**src/rtl/mem_arbiter.sv**
```systemverilog
// Two-port (CPU / debug-loader) arbiter in front of a single memory backend.
// One transaction at a time, round-robin on ties, debug lock, BUSY timeout.
package mem_ctrl_pkg;
   typedef enum logic [1:0] {
      MEM_NOP   = 2'b00,
      MEM_READ  = 2'b01,
      MEM_WRITE = 2'b10,
      MEM_RSVD  = 2'b11
   } mem_ctrl_op_e;
endpackage

module mem_arbiter
   import mem_ctrl_pkg::*;
#(
   parameter int ADDR_WIDTH = 16,
   parameter int DATA_WIDTH = 8,
   parameter int TIMEOUT    = 255
) (
   input  logic                  clock,
   input  logic                  reset,
   input  mem_ctrl_op_e          cpu_op,
   input  logic [ADDR_WIDTH-1:0] cpu_addr,
   input  logic [DATA_WIDTH-1:0] cpu_wdata,
   output logic [DATA_WIDTH-1:0] cpu_rdata,
   output logic                  cpu_done,
   input  mem_ctrl_op_e          dbg_op,
   input  logic [ADDR_WIDTH-1:0] dbg_addr,
   input  logic [DATA_WIDTH-1:0] dbg_wdata,
   output logic [DATA_WIDTH-1:0] dbg_rdata,
   output logic                  dbg_done,
   input  logic                  dbg_lock,
   output mem_ctrl_op_e          mem_op,
   output logic [ADDR_WIDTH-1:0] mem_addr,
   output logic [DATA_WIDTH-1:0] mem_wdata,
   input  logic [DATA_WIDTH-1:0] mem_rdata,
   input  logic                  mem_done,
   output logic                  owner,
   output logic                  timeout_err
);

   localparam bit         TO_EN   = (TIMEOUT != 0);
   localparam logic [7:0] TO_LAST = 8'(TIMEOUT - 1);

   typedef enum logic [1:0] {
      ST_IDLE = 2'b00,
      ST_BUSY = 2'b01,
      ST_RESP = 2'b10
   } state_e;

   state_e                state_q,      state_d;
   mem_ctrl_op_e          mem_op_q,     mem_op_d;
   logic [ADDR_WIDTH-1:0] mem_addr_q,   mem_addr_d;
   logic [DATA_WIDTH-1:0] mem_wdata_q,  mem_wdata_d;
   logic [DATA_WIDTH-1:0] cpu_rdata_q,  cpu_rdata_d;
   logic [DATA_WIDTH-1:0] dbg_rdata_q,  dbg_rdata_d;
   logic                  cpu_done_q,   cpu_done_d;
   logic                  dbg_done_q,   dbg_done_d;
   logic                  owner_q,      owner_d;
   logic                  last_owner_q, last_owner_d;
   logic                  terr_q,       terr_d;
   logic [7:0]            cnt_q,        cnt_d;

   logic                  cpu_elig;
   logic                  dbg_elig;
   logic                  grant_dbg;
   logic                  finish;
   logic [DATA_WIDTH-1:0] resp_data;

   function automatic logic is_req(input mem_ctrl_op_e op);
      return (op == MEM_READ) || (op == MEM_WRITE);
   endfunction

   always_comb begin
      state_d      = state_q;
      mem_op_d     = mem_op_q;
      mem_addr_d   = mem_addr_q;
      mem_wdata_d  = mem_wdata_q;
      cpu_rdata_d  = cpu_rdata_q;
      dbg_rdata_d  = dbg_rdata_q;
      cpu_done_d   = 1'b0;
      dbg_done_d   = 1'b0;
      owner_d      = owner_q;
      last_owner_d = last_owner_q;
      terr_d       = 1'b0;
      cnt_d        = cnt_q;
      finish       = 1'b0;
      resp_data    = mem_rdata;

      cpu_elig  = is_req(cpu_op) && !dbg_lock;
      dbg_elig  = is_req(dbg_op);
      // On a tie the port that did not win last time goes first.
      grant_dbg = dbg_elig && (!cpu_elig || !last_owner_q);

      unique case (state_q)
         ST_IDLE: begin
            mem_op_d = MEM_NOP;
            if (cpu_elig || dbg_elig) begin
               if (grant_dbg) begin
                  mem_op_d    = dbg_op;
                  mem_addr_d  = dbg_addr;
                  mem_wdata_d = dbg_wdata;
               end else begin
                  mem_op_d    = cpu_op;
                  mem_addr_d  = cpu_addr;
                  mem_wdata_d = cpu_wdata;
               end
               owner_d      = grant_dbg;
               last_owner_d = grant_dbg;
               cnt_d        = 8'd0;
               state_d      = ST_BUSY;
            end
         end
         ST_BUSY: begin
            cnt_d = cnt_q + 8'd1;
            // A backend completion on the limit cycle still counts as success.
            if (mem_done) begin
               finish = 1'b1;
            end else if (TO_EN && (cnt_q == TO_LAST)) begin
               finish    = 1'b1;
               resp_data = '1;
               terr_d    = 1'b1;
            end
            if (finish) begin
               mem_op_d = MEM_NOP;
               state_d  = ST_RESP;
               if (owner_q) begin
                  dbg_rdata_d = resp_data;
                  dbg_done_d  = 1'b1;
               end else begin
                  cpu_rdata_d = resp_data;
                  cpu_done_d  = 1'b1;
               end
            end
         end
         ST_RESP: begin
            mem_op_d = MEM_NOP;
            state_d  = ST_IDLE;
         end
         default: begin
            mem_op_d = MEM_NOP;
            state_d  = ST_IDLE;
         end
      endcase
   end

   always_ff @(posedge clock) begin
      if (!reset) begin
         state_q      <= ST_IDLE;
         mem_op_q     <= MEM_NOP;
         mem_addr_q   <= '0;
         mem_wdata_q  <= '0;
         cpu_rdata_q  <= '0;
         dbg_rdata_q  <= '0;
         cpu_done_q   <= 1'b0;
         dbg_done_q   <= 1'b0;
         owner_q      <= 1'b0;
         last_owner_q <= 1'b1;
         terr_q       <= 1'b0;
         cnt_q        <= 8'd0;
      end else begin
         state_q      <= state_d;
         mem_op_q     <= mem_op_d;
         mem_addr_q   <= mem_addr_d;
         mem_wdata_q  <= mem_wdata_d;
         cpu_rdata_q  <= cpu_rdata_d;
         dbg_rdata_q  <= dbg_rdata_d;
         cpu_done_q   <= cpu_done_d;
         dbg_done_q   <= dbg_done_d;
         owner_q      <= owner_d;
         last_owner_q <= last_owner_d;
         terr_q       <= terr_d;
         cnt_q        <= cnt_d;
      end
   end

   assign mem_op      = mem_op_q;
   assign mem_addr    = mem_addr_q;
   assign mem_wdata   = mem_wdata_q;
   assign cpu_rdata   = cpu_rdata_q;
   assign dbg_rdata   = dbg_rdata_q;
   assign cpu_done    = cpu_done_q;
   assign dbg_done    = dbg_done_q;
   assign owner       = owner_q;
   assign timeout_err = terr_q;

endmodule

```
**config.mk**
```make
export PLATFORM = sky130hd
export DESIGN_NAME = mem_arbiter
export DESIGN_NICKNAME = d
export VERILOG_FILES = /design/src/rtl/mem_arbiter.sv
export SDC_FILE = /design/constraint.sdc
export NUM_CORES = 1
export LEC_CHECK = 0
export ABC_AREA = 1
export CELL_PAD_IN_SITES_DETAIL_PLACEMENT = 0
export CELL_PAD_IN_SITES_GLOBAL_PLACEMENT = 1
export CORE_UTILIZATION = 32
export CTS_CLUSTER_DIAMETER = 30
export CTS_CLUSTER_SIZE = 12
export DETAILED_ROUTE_END_ITERATION = 8
export PLACE_DENSITY = 0.95
export SETUP_SLACK_MARGIN = 0.02
export SLEW_MARGIN = 20
export SYNTH_ARGS = -nofsm -noshare
export SYNTH_HDL_FRONTEND = slang
export SYNTH_SLANG_ARGS = --single-unit
export TNS_END_PERCENT = 20
```
**constraint.sdc**
```tcl
create_clock -name clock -period 2.25 [get_ports clock]
set_input_delay 0.225 -clock clock [delete_from_list [all_inputs] [get_ports clock]]
set_output_delay 0.225 -clock clock [all_outputs]
set_load 0.02 [all_outputs]
```
==> results of run 1 <==
[cells in the mapped netlist]
master / n
nand3b_4: 1
nand4_2: 1
nor2_4: 1
nor2_2: 1
o21a_1: 1
nand2_4: 2
nand4_1: 3
inv_4: 1
ha_1: 2
o21ai_0: 7
o21ai_4: 1
nand3_2: 1
clkbuf_1: 5
a21oi_2: 1
nand3_1: 36
a21oi_1: 33
dfxtp_1: 57
nor3_1: 3
buf_6: 6
buf_2: 6
inv_1: 85
nand2_1: 135
inv_2: 1
nand2_2: 2
nand3_4: 1
clkinv_2: 1
nor2_1: 41
xor2_2: 1
[routing by layer]
| metal | share of wire, % | routed length [µm] | vias up | GRT usage, % |
|---|---|---|---|---|
| li1 | - | - | 1523 | - |
| met1 | 47 | 3150 | 1197 | 18.7 |
| met2 | 44 | 2950 | 86 | 25.5 |
| met3 | 8.4 | 567 | 10 | 5.79 |
| met4 | 1.3 | 87 | 0 | 6.62 |
| met5 | 0 | 0 | - | 0 |
[per-stage QoR]
step           util, %  setup WS, ps  instances  power (mW)  area [µm²]
2_1_floorplan        -           952        436        1.65        2850
3_3_place_gp      46.0           349        640        1.98        3990
3_5_place_dp      46.0           292        640        1.99        3990
4_1_cts           48.1           586        655        2.87        4170
5_1_grt           48.1           512        655        3.01        4170
6_report          48.1           603        655        2.83        4170
[worst max path at each step]
stage / start / to / slack, ps
2_1_floorplan: state_q[0] / cnt_q[6] / 950
3_3_place_gp: cpu_op[0] / mem_wdata[6] / 350
3_5_place_dp: dbg_op[1] / mem_addr[4] / 290
4_1_cts: owner / owner / 590
5_1_grt: cpu_op[0] / mem_wdata[0] / 510
6_report: owner / owner / 600
[flip-flops by register name, summed over array words and instances, names as in the netlist]
name          flops
last_owner_q      1
timeout_err       1
dbg_rdata         8
owner             1
mem_wdata         8
cpu_done          1
cnt_q             8
mem_op            2
state_q           2
cpu_rdata         8
mem_addr         16
dbg_done          1
[cells by family after synthesis]
| family | Yosys count | synth area share, % |
|---|---|---|
| and+or+nand+nor | 228 | 34.6 |
| buffers and inverters | 105 | 15.8 |
| DFF | 57 | 40.0 |
| AOI/OAI and AO/OA | 43 | 8.16 |
| adders and majority gates | 2 | 0.877 |
| xor gates and xnor gates | 1 | 0.570 |
[area by class of cell]
cell class / count / area share, %
Multi-Input combinational cell: 274 / 30.2
Sequential cell: 57 / 27.3
Timing Repair Buffer: 113 / 26.9
Inverter: 88 / 8.00
Clock buffer: 13 / 4.05
Tap cell: 108 / 3.24
Clock inverter: 2 / 0.300
[power breakdown]
part	internal [mW]	total (mW)	leakage (nW)	switching, mW
combinational	0.366	0.796	1.46	0.430
sequential	1.11	1.16	0.468	0.0558
clock	0.482	0.871	0.0915	0.388
total	1.95	2.83	2.02	0.875
==> impl_metrics.json, run 1 <==
{
  "vias": 2816,
  "rr_worst_depth": 7,
  "drt-total-wl_um": 6750,
  "post_drt_wl_per_cell_um": 10.3,
  "gp_congestion": 0.735,
  "clockBufferDepth": 2,
  "die_area_um2": 9300,
  "path_clk_slew_ps": 60,
  "nets": 609,
  "grt_use_total_pct": 15.7,
  "synthTopCellsByArea": "dfxtp_1, nand2_1, inv_1, nand3_1, a21oi_1",
  "crit_buf_inv": 1,
  "yosysUniqueCellTypes": 28,
  "antenna_found_initial": 0,
  "grt_pass1_vias": 2561,
  "cp_slowest_cell": "clkdlybuf4s50_1",
  "ys_seq_elements": 57,
  "drv_cap": 0,
  "reg2reg_from": "state_q[0]",
  "start_util_pct": 32.9,
  "overflow": 0,
  "holdPathEnd": "mem_op[1]",
  "syn_nets": 502,
  "buffer_ports.inserted": 109,
  "syn-instance-count": 436,
  "grt_first_pass_wirelength_um": 11200,
  "yosysTopAreaCell": "dfxtp_1",
  "final_common_cell": "nand2_1",
  "crit_fanout": 4,
  "setup_tns_ps": 0,
  "whs_ps": 465,
  "finalMaxSlewViolations": 0,
  "cts_hold_buffers": 0,
  "diodes": 0,
  "io_pins": 110,
  "synth_seq_area_share_pct": 40.0,
  "p_leak_nw": 2.02,
  "cts_tree": "done",
  "area_growth_pct": 46.3,
  "min_period_ps": 1650,
  "crit_path_cell_trace": "clkdlybuf4s50_1",
  "reg2reg_slack_ps": 760,
  "p_per_area_nw_per_um2": 678,
  "fill_cells": 889,
  "dp_hpwl_um": 5020,
  "vias_per_cell": 4.30,
  "slew_headroom_pct": 66.7,
  "ys_warn_count": 0,
  "die_h_um": 96.4,
  "clock_latency_ps": 330,
  "post-cts-setup-buffers": 0,
  "critical_path_arrival_ps": 1420,
  "layout-drive-gt1-share_pct": 6.22,
  "core_um2": 8680,
  "hp-start": "mem_op[1]",
  "grt_max_degree": 33,
  "crit_path_start_kind": "flop",
  "synth_area_um2": 2850,
  "finalHoldViolCount": 0,
  "multi_input_area_um2": 1260,
  "seq_area_um2": 1140,
  "fin_worst_skew_ps": 10.2,
  "max_freq_ghz": 0.607,
  "worst-path-stages": 1,
  "synth.top_cell.area_share_pct": 40.0,
  "slowest_delay_ps": 660,
  "cts_buffers": 9,
  "min-delay-path-class": "reg -> reg",
  "status": "completed",
  "dr.pass1.iters": 4,
  "rows": 34,
  "setup_viol": 0,
  "cts-htree-levels": 3,
  "layout_common_cells": "nand2_1, clkdlybuf4s50_1, inv_1",
  "peakVddDrop_v": 0.000297,
  "cp.required_ps": 2030,
  "timing.rr.end": "cnt_q[6]",
  "setup.worst_path.class": "reg -> out",
  "critPathCaptureType": "output pin",
  "syn_area_per_cell_um2": 6.54,
  "die_w_um": 96.4,
  "worst_pin_slew_ps": 499,
  "drt_iter0_drc": 128,
  "cts-resized-gates": 0,
  "hold_path_depth": 2,
  "period_share_pct": 73.2,
  "crit_family": "buffers and inverters",
  "rsz0062_at_grt": "no",
  "cts_root_buffer": "clkbuf_8",
  "drc": 0,
  "final_antenna_net_count": 0,
  "cts.sinks": 57
}
(Power assumes the default switching activity.)
==> run 2: changes to the inputs <==
Settings changed: CORE_UTILIZATION 32 to 30, PLACE_DENSITY 0.95 to 0.92.
Clock period 2.25 ns to 1.6 ns, I/O delays scaled along.
==> run 2 against run 1 <==
  * Non-clock buffer count increased by 12
  * Sequential power increased by 41%
  * Die area rose by 6.5%
  * Wire length rose by 7.8%
  * Power up 49%
  * Register-to-register slack worse by 540 ps
  * Clock-buffer cell count fell by 1
  * Sequential cell count stayed put
  * Via count increased by 4.4%
  * Clock skew shrank 4.0 ps
  * Final cell count grew 4.9%
  * Combinational power up 49%
  * Largest power group unchanged
  * Highest routed layer unchanged
==> impl_metrics.json, run 2 (synthesis results as in run 1) <==
{
  "fin_worst_skew_ps": 6.25,
  "cp_slowest_cell": "clkdlybuf4s50_1",
  "finalNonFillerCells": 687,
  "final_antenna_net_count": 0,
  "slowest_delay_ps": 620,
  "diodes": 0,
  "layout-drive-gt1-share_pct": 8.24,
  "gp_congestion": 0.804,
  "area_growth_pct": 52.0,
  "status": "completed",
  "vias_per_cell": 4.28,
  "p_per_area_nw_per_um2": 971,
  "clock_latency_ps": 330,
  "clockBufferDepth": 2,
  "crit_path_start": "mem_addr[1]",
  "final_common_cell": "nand2_1",
  "crit_fanout": 2,
  "min-delay-path-class": "reg -> reg",
  "setup.worst_path.class": "reg -> out",
  "whs_ps": 472,
  "multi_input_area_um2": 1260,
  "critPathCaptureType": "output pin",
  "cts-resized-gates": 0,
  "crit_path_cell_trace": "clkdlybuf4s50_1",
  "overflow": 0,
  "layout_common_cells": "nand2_1, clkdlybuf4s50_1, inv_1",
  "die_w_um": 99.5,
  "cp.required_ps": 1440,
  "crit_path_start_kind": "flop",
  "hp-start": "mem_op[0]",
  "antenna_found_initial": 0,
  "rsz0062_at_grt": "no",
  "dr.pass1.iters": 4,
  "post_drt_wl_per_cell_um": 10.6,
  "rows": 35,
  "peakVddDrop_v": 0.000384,
  "start_util_pct": 30.9,
  "finalMaxSlewViolations": 0,
  "cts_tree": "done",
  "fill_cells": 946,
  "largest_reg_flops": 16,
  "core_um2": 9240,
  "drc": 0,
  "p_leak_nw": 2.09,
  "critical_path_arrival_ps": 1310,
  "seq_area_um2": 1140,
  "setup_viol": 0,
  "vias": 2939,
  "cts.sinks": 57,
  "grt_pass1_vias": 2852,
  "slew_headroom_pct": 81.7,
  "placed_cells": 673,
  "post-cts-setup-buffers": 0,
  "crit_buf_inv": 1,
  "reg2reg_from": "cnt_q[0]",
  "cts_buffers": 9,
  "nets": 621,
  "min_period_ps": 1470,
  "die_area_um2": 9900,
  "finalHoldViolCount": 0,
  "drv_cap": 0,
  "reg2reg_slack_ps": 220,
  "die_h_um": 99.5,
  "drt-total-wl_um": 7280,
  "grt_first_pass_wirelength_um": 12500,
  "grt_use_total_pct": 16.1,
  "drt_iter0_drc": 90,
  "buffer_ports.inserted": 109,
  "max_freq_ghz": 0.679,
  "cts_hold_buffers": 0,
  "cts-htree-levels": 3,
  "cts_root_buffer": "clkbuf_8",
  "path_clk_slew_ps": 70,
  "crit_family": "buffers and inverters",
  "period_share_pct": 92.1,
  "io_pins": 110,
  "worst_pin_slew_ps": 274,
  "dp_hpwl_um": 5470,
  "grt_max_degree": 33
}
==> run 2: final timing paths <==
kind                   to  depth (start not counted)
min reg2reg     mem_op[0]                          2
max reg2reg  cpu_rdata[3]                          8
max           mem_addr[1]                          1
min             mem_op[0]                          2
==> run 2: tightest hold or removal path: cells and delay by family, from the launching register on <==
kind / cells / cell delay [ps]
DFF: 1 / 310
AOI/OAI and AO/OA: 1 / 60
and+or+nand+nor: 1 / 60
==> run 2: stage by stage <==
stage               TNS (ps)  worst slack [ps]  util, %  area (µm²)  power (mW)
floorplan                  0               302        -        2850        2.32
global placement       -2830              -140     44.7        4130        2.84
detailed placement     -5020              -192     44.7        4130        2.86
CTS                        0               104     46.9        4340        4.27
global route               0              66.8     46.9        4340        4.48
finish                     0               127     46.9        4340        4.21
==> run 2: report_power, final <==
part	switching [mW]	total (mW)	internal (mW)
Clock	0.559	1.39	0.830
Combinational	0.633	1.19	0.560
Sequential	0.0746	1.63	1.56
Total	1.27	4.21	2.95
==> run 2: area by class of cell <==
cell class / instances / share of cell area [%]
clock buffers: 12 / 3.81
clock inverters: 2 / 0.866
inverters: 88 / 7.70
multi-input cells: 274 / 29.1
flip-flops and latches: 57 / 26.3
well taps: 129 / 3.72
repair buffers: 125 / 28.5
==> run 2: routing by layer <==
layer | up-vias | track usage, % | routed length [µm]
met5 | - | 0 | 0
met4 | 0 | 5.32 | 106
met3 | 7 | 5.83 | 539
met2 | 110 | 27.5 | 3360
met1 | 1273 | 18.6 | 3270
li1 | 1549 | - | -
==> run 3: changes to the inputs <==
Settings changed: CORE_UTILIZATION 30 to 27, PLACE_DENSITY 0.92 to 0.88.
Clock period 1.6 ns to 1.29 ns, I/O delays scaled along.
==> run 3 against run 2 <==
  * Global-route usage shrank 1.8 points
  * Sequential power up 24%
  * Power grew 21%
  * Clock skew rose by 1.9 ps
  * Register-to-register slack got worse by 160 ps
==> impl_metrics.json, run 3 (synthesis results as in run 1) <==
{
  "period_share_pct": 95.1,
  "path_clk_slew_ps": 70,
  "min-delay-path-class": "in -> reg",
  "min_period_ps": 1230,
  "nets": 644,
  "drv_cap": 0,
  "grt_use_total_pct": 14.3,
  "cp.required_ps": 1570,
  "dp_hpwl_um": 5530,
  "power_mw": 5.08,
  "antenna_found_initial": 1,
  "status": "completed",
  "io_pins": 110,
  "vias": 3005,
  "clockBufferDepth": 2,
  "p_leak_nw": 2.43,
  "grt_first_pass_wirelength_um": 12600,
  "area_growth_pct": 63.7,
  "worst_pin_slew_ps": 291,
  "p_per_area_nw_per_um2": 1090,
  "cts-htree-levels": 3,
  "critPathCaptureType": "flop",
  "layout-drive-gt1-share_pct": 16.5,
  "final_antenna_net_count": 0,
  "die_w_um": 105,
  "cts_tree": "done",
  "drc": 0,
  "die_h_um": 105,
  "vias_per_cell": 4.17,
  "peakVddDrop_v": 0.000623,
  "seq_area_um2": 1150,
  "critical_path_arrival_ps": 1510,
  "setup.worst_path.class": "reg -> reg",
  "grt_max_degree": 28,
  "crit_fanout": 11,
  "cts_buffers": 9,
  "buffer_ports.inserted": 109,
  "rows": 37,
  "grt_pass1_vias": 2804,
  "final_common_cell": "nand2_1",
  "fill_cells": 1066,
  "max_freq_ghz": 0.815,
  "multi_input_area_um2": 1430,
  "place_ws_ps": -444,
  "drt_iter0_drc": 89,
  "fin_worst_skew_ps": 8.20,
  "overflow": 0,
  "start_util_pct": 27.8,
  "reg2reg_slack_ps": 60,
  "die_area_um2": 11000,
  "post_drt_wl_per_cell_um": 11.5,
  "cts_root_buffer": "clkbuf_8",
  "finalMaxSlewViolations": 0,
  "rsz0062_at_grt": "yes",
  "clock_latency_ps": 330,
  "cts.sinks": 57,
  "crit_path_start_kind": "flop",
  "setup_ws_ps": 63.4,
  "dr.pass1.iters": 4,
  "drt-total-wl_um": 8280,
  "finalHoldViolCount": 0,
  "gp_congestion": 0.735,
  "slew_headroom_pct": 80.6,
  "layout_common_cells": "nand2_1, inv_1, clkdlybuf4s50_1",
  "setup_viol": 0,
  "largest_reg_flops": 16,
  "setup_tns_ps": 0,
  "core_um2": 10300
}
[run 3: cell type report]
cell class / instances / share of cell area (%)
inverter: 88 / 7.39
timing repair buffer: 143 / 29.9
antenna: 1 / 0.0536
clock buffer: 9 / 2.65
sequential: 57 / 24.7
clock inverter: 7 / 0.991
multi-input combinational: 279 / 30.7
tap: 136 / 3.64
[run 3: report_power, final]
group          internal (mW)  switching [mW]  leakage, nW
Sequential              1.93          0.0897        0.470
Clock                  0.691           0.775       0.0814
Combinational          0.727           0.866         1.88
Total                   3.35            1.73         2.43
[run 3: repair_timing]
action | CTS | global route
hold buffers | 0 | 0
cloned | 0 | 6
pin swaps | 6 | 8
setup endpoints to repair | 93 | 49
gates resized for setup | 56 | 33
setup buffers | 0 | 11
[run 3: stage by stage]
stage | area, µm² | std cells | utilization [%] | hold WS (ps)
2_1_floorplan | 2860 | 436 | - | 337
3_3_place_gp | 4260 | 686 | 41.4 | 450
3_5_place_dp | 4260 | 686 | 41.4 | 455
4_1_cts | 4380 | 702 | 42.6 | 295
5_1_grt | 4670 | 720 | 45.4 | 299
6_report | 4670 | 720 | 45.4 | 282
[run 3: final timing paths]
path,to,startpoint,depth (start not counted)
worst min-delay path,mem_op[1],dbg_op[1],5
worst max-delay path,mem_addr[1],state_q[0],7
worst min register to register,last_owner_q,last_owner_q,2
worst max register to register,mem_addr[1],state_q[0],7
[run 3: layer usage]
metal  GRT usage (%)  part of all wire, %
met5               0                    0
met4            4.43                  1.1
met3            5.36                  7.7
met2            24.6                   48
met1            16.3                   43
[run 3: critical path: stages (launching register included)]
cell and delay, ps:
dfxtp_1 330, nor2_2 190, o21ai_4 100, buf_4 170, clkbuf_16 170, a21oi_1 120
nand2_1 60, inv_1 40
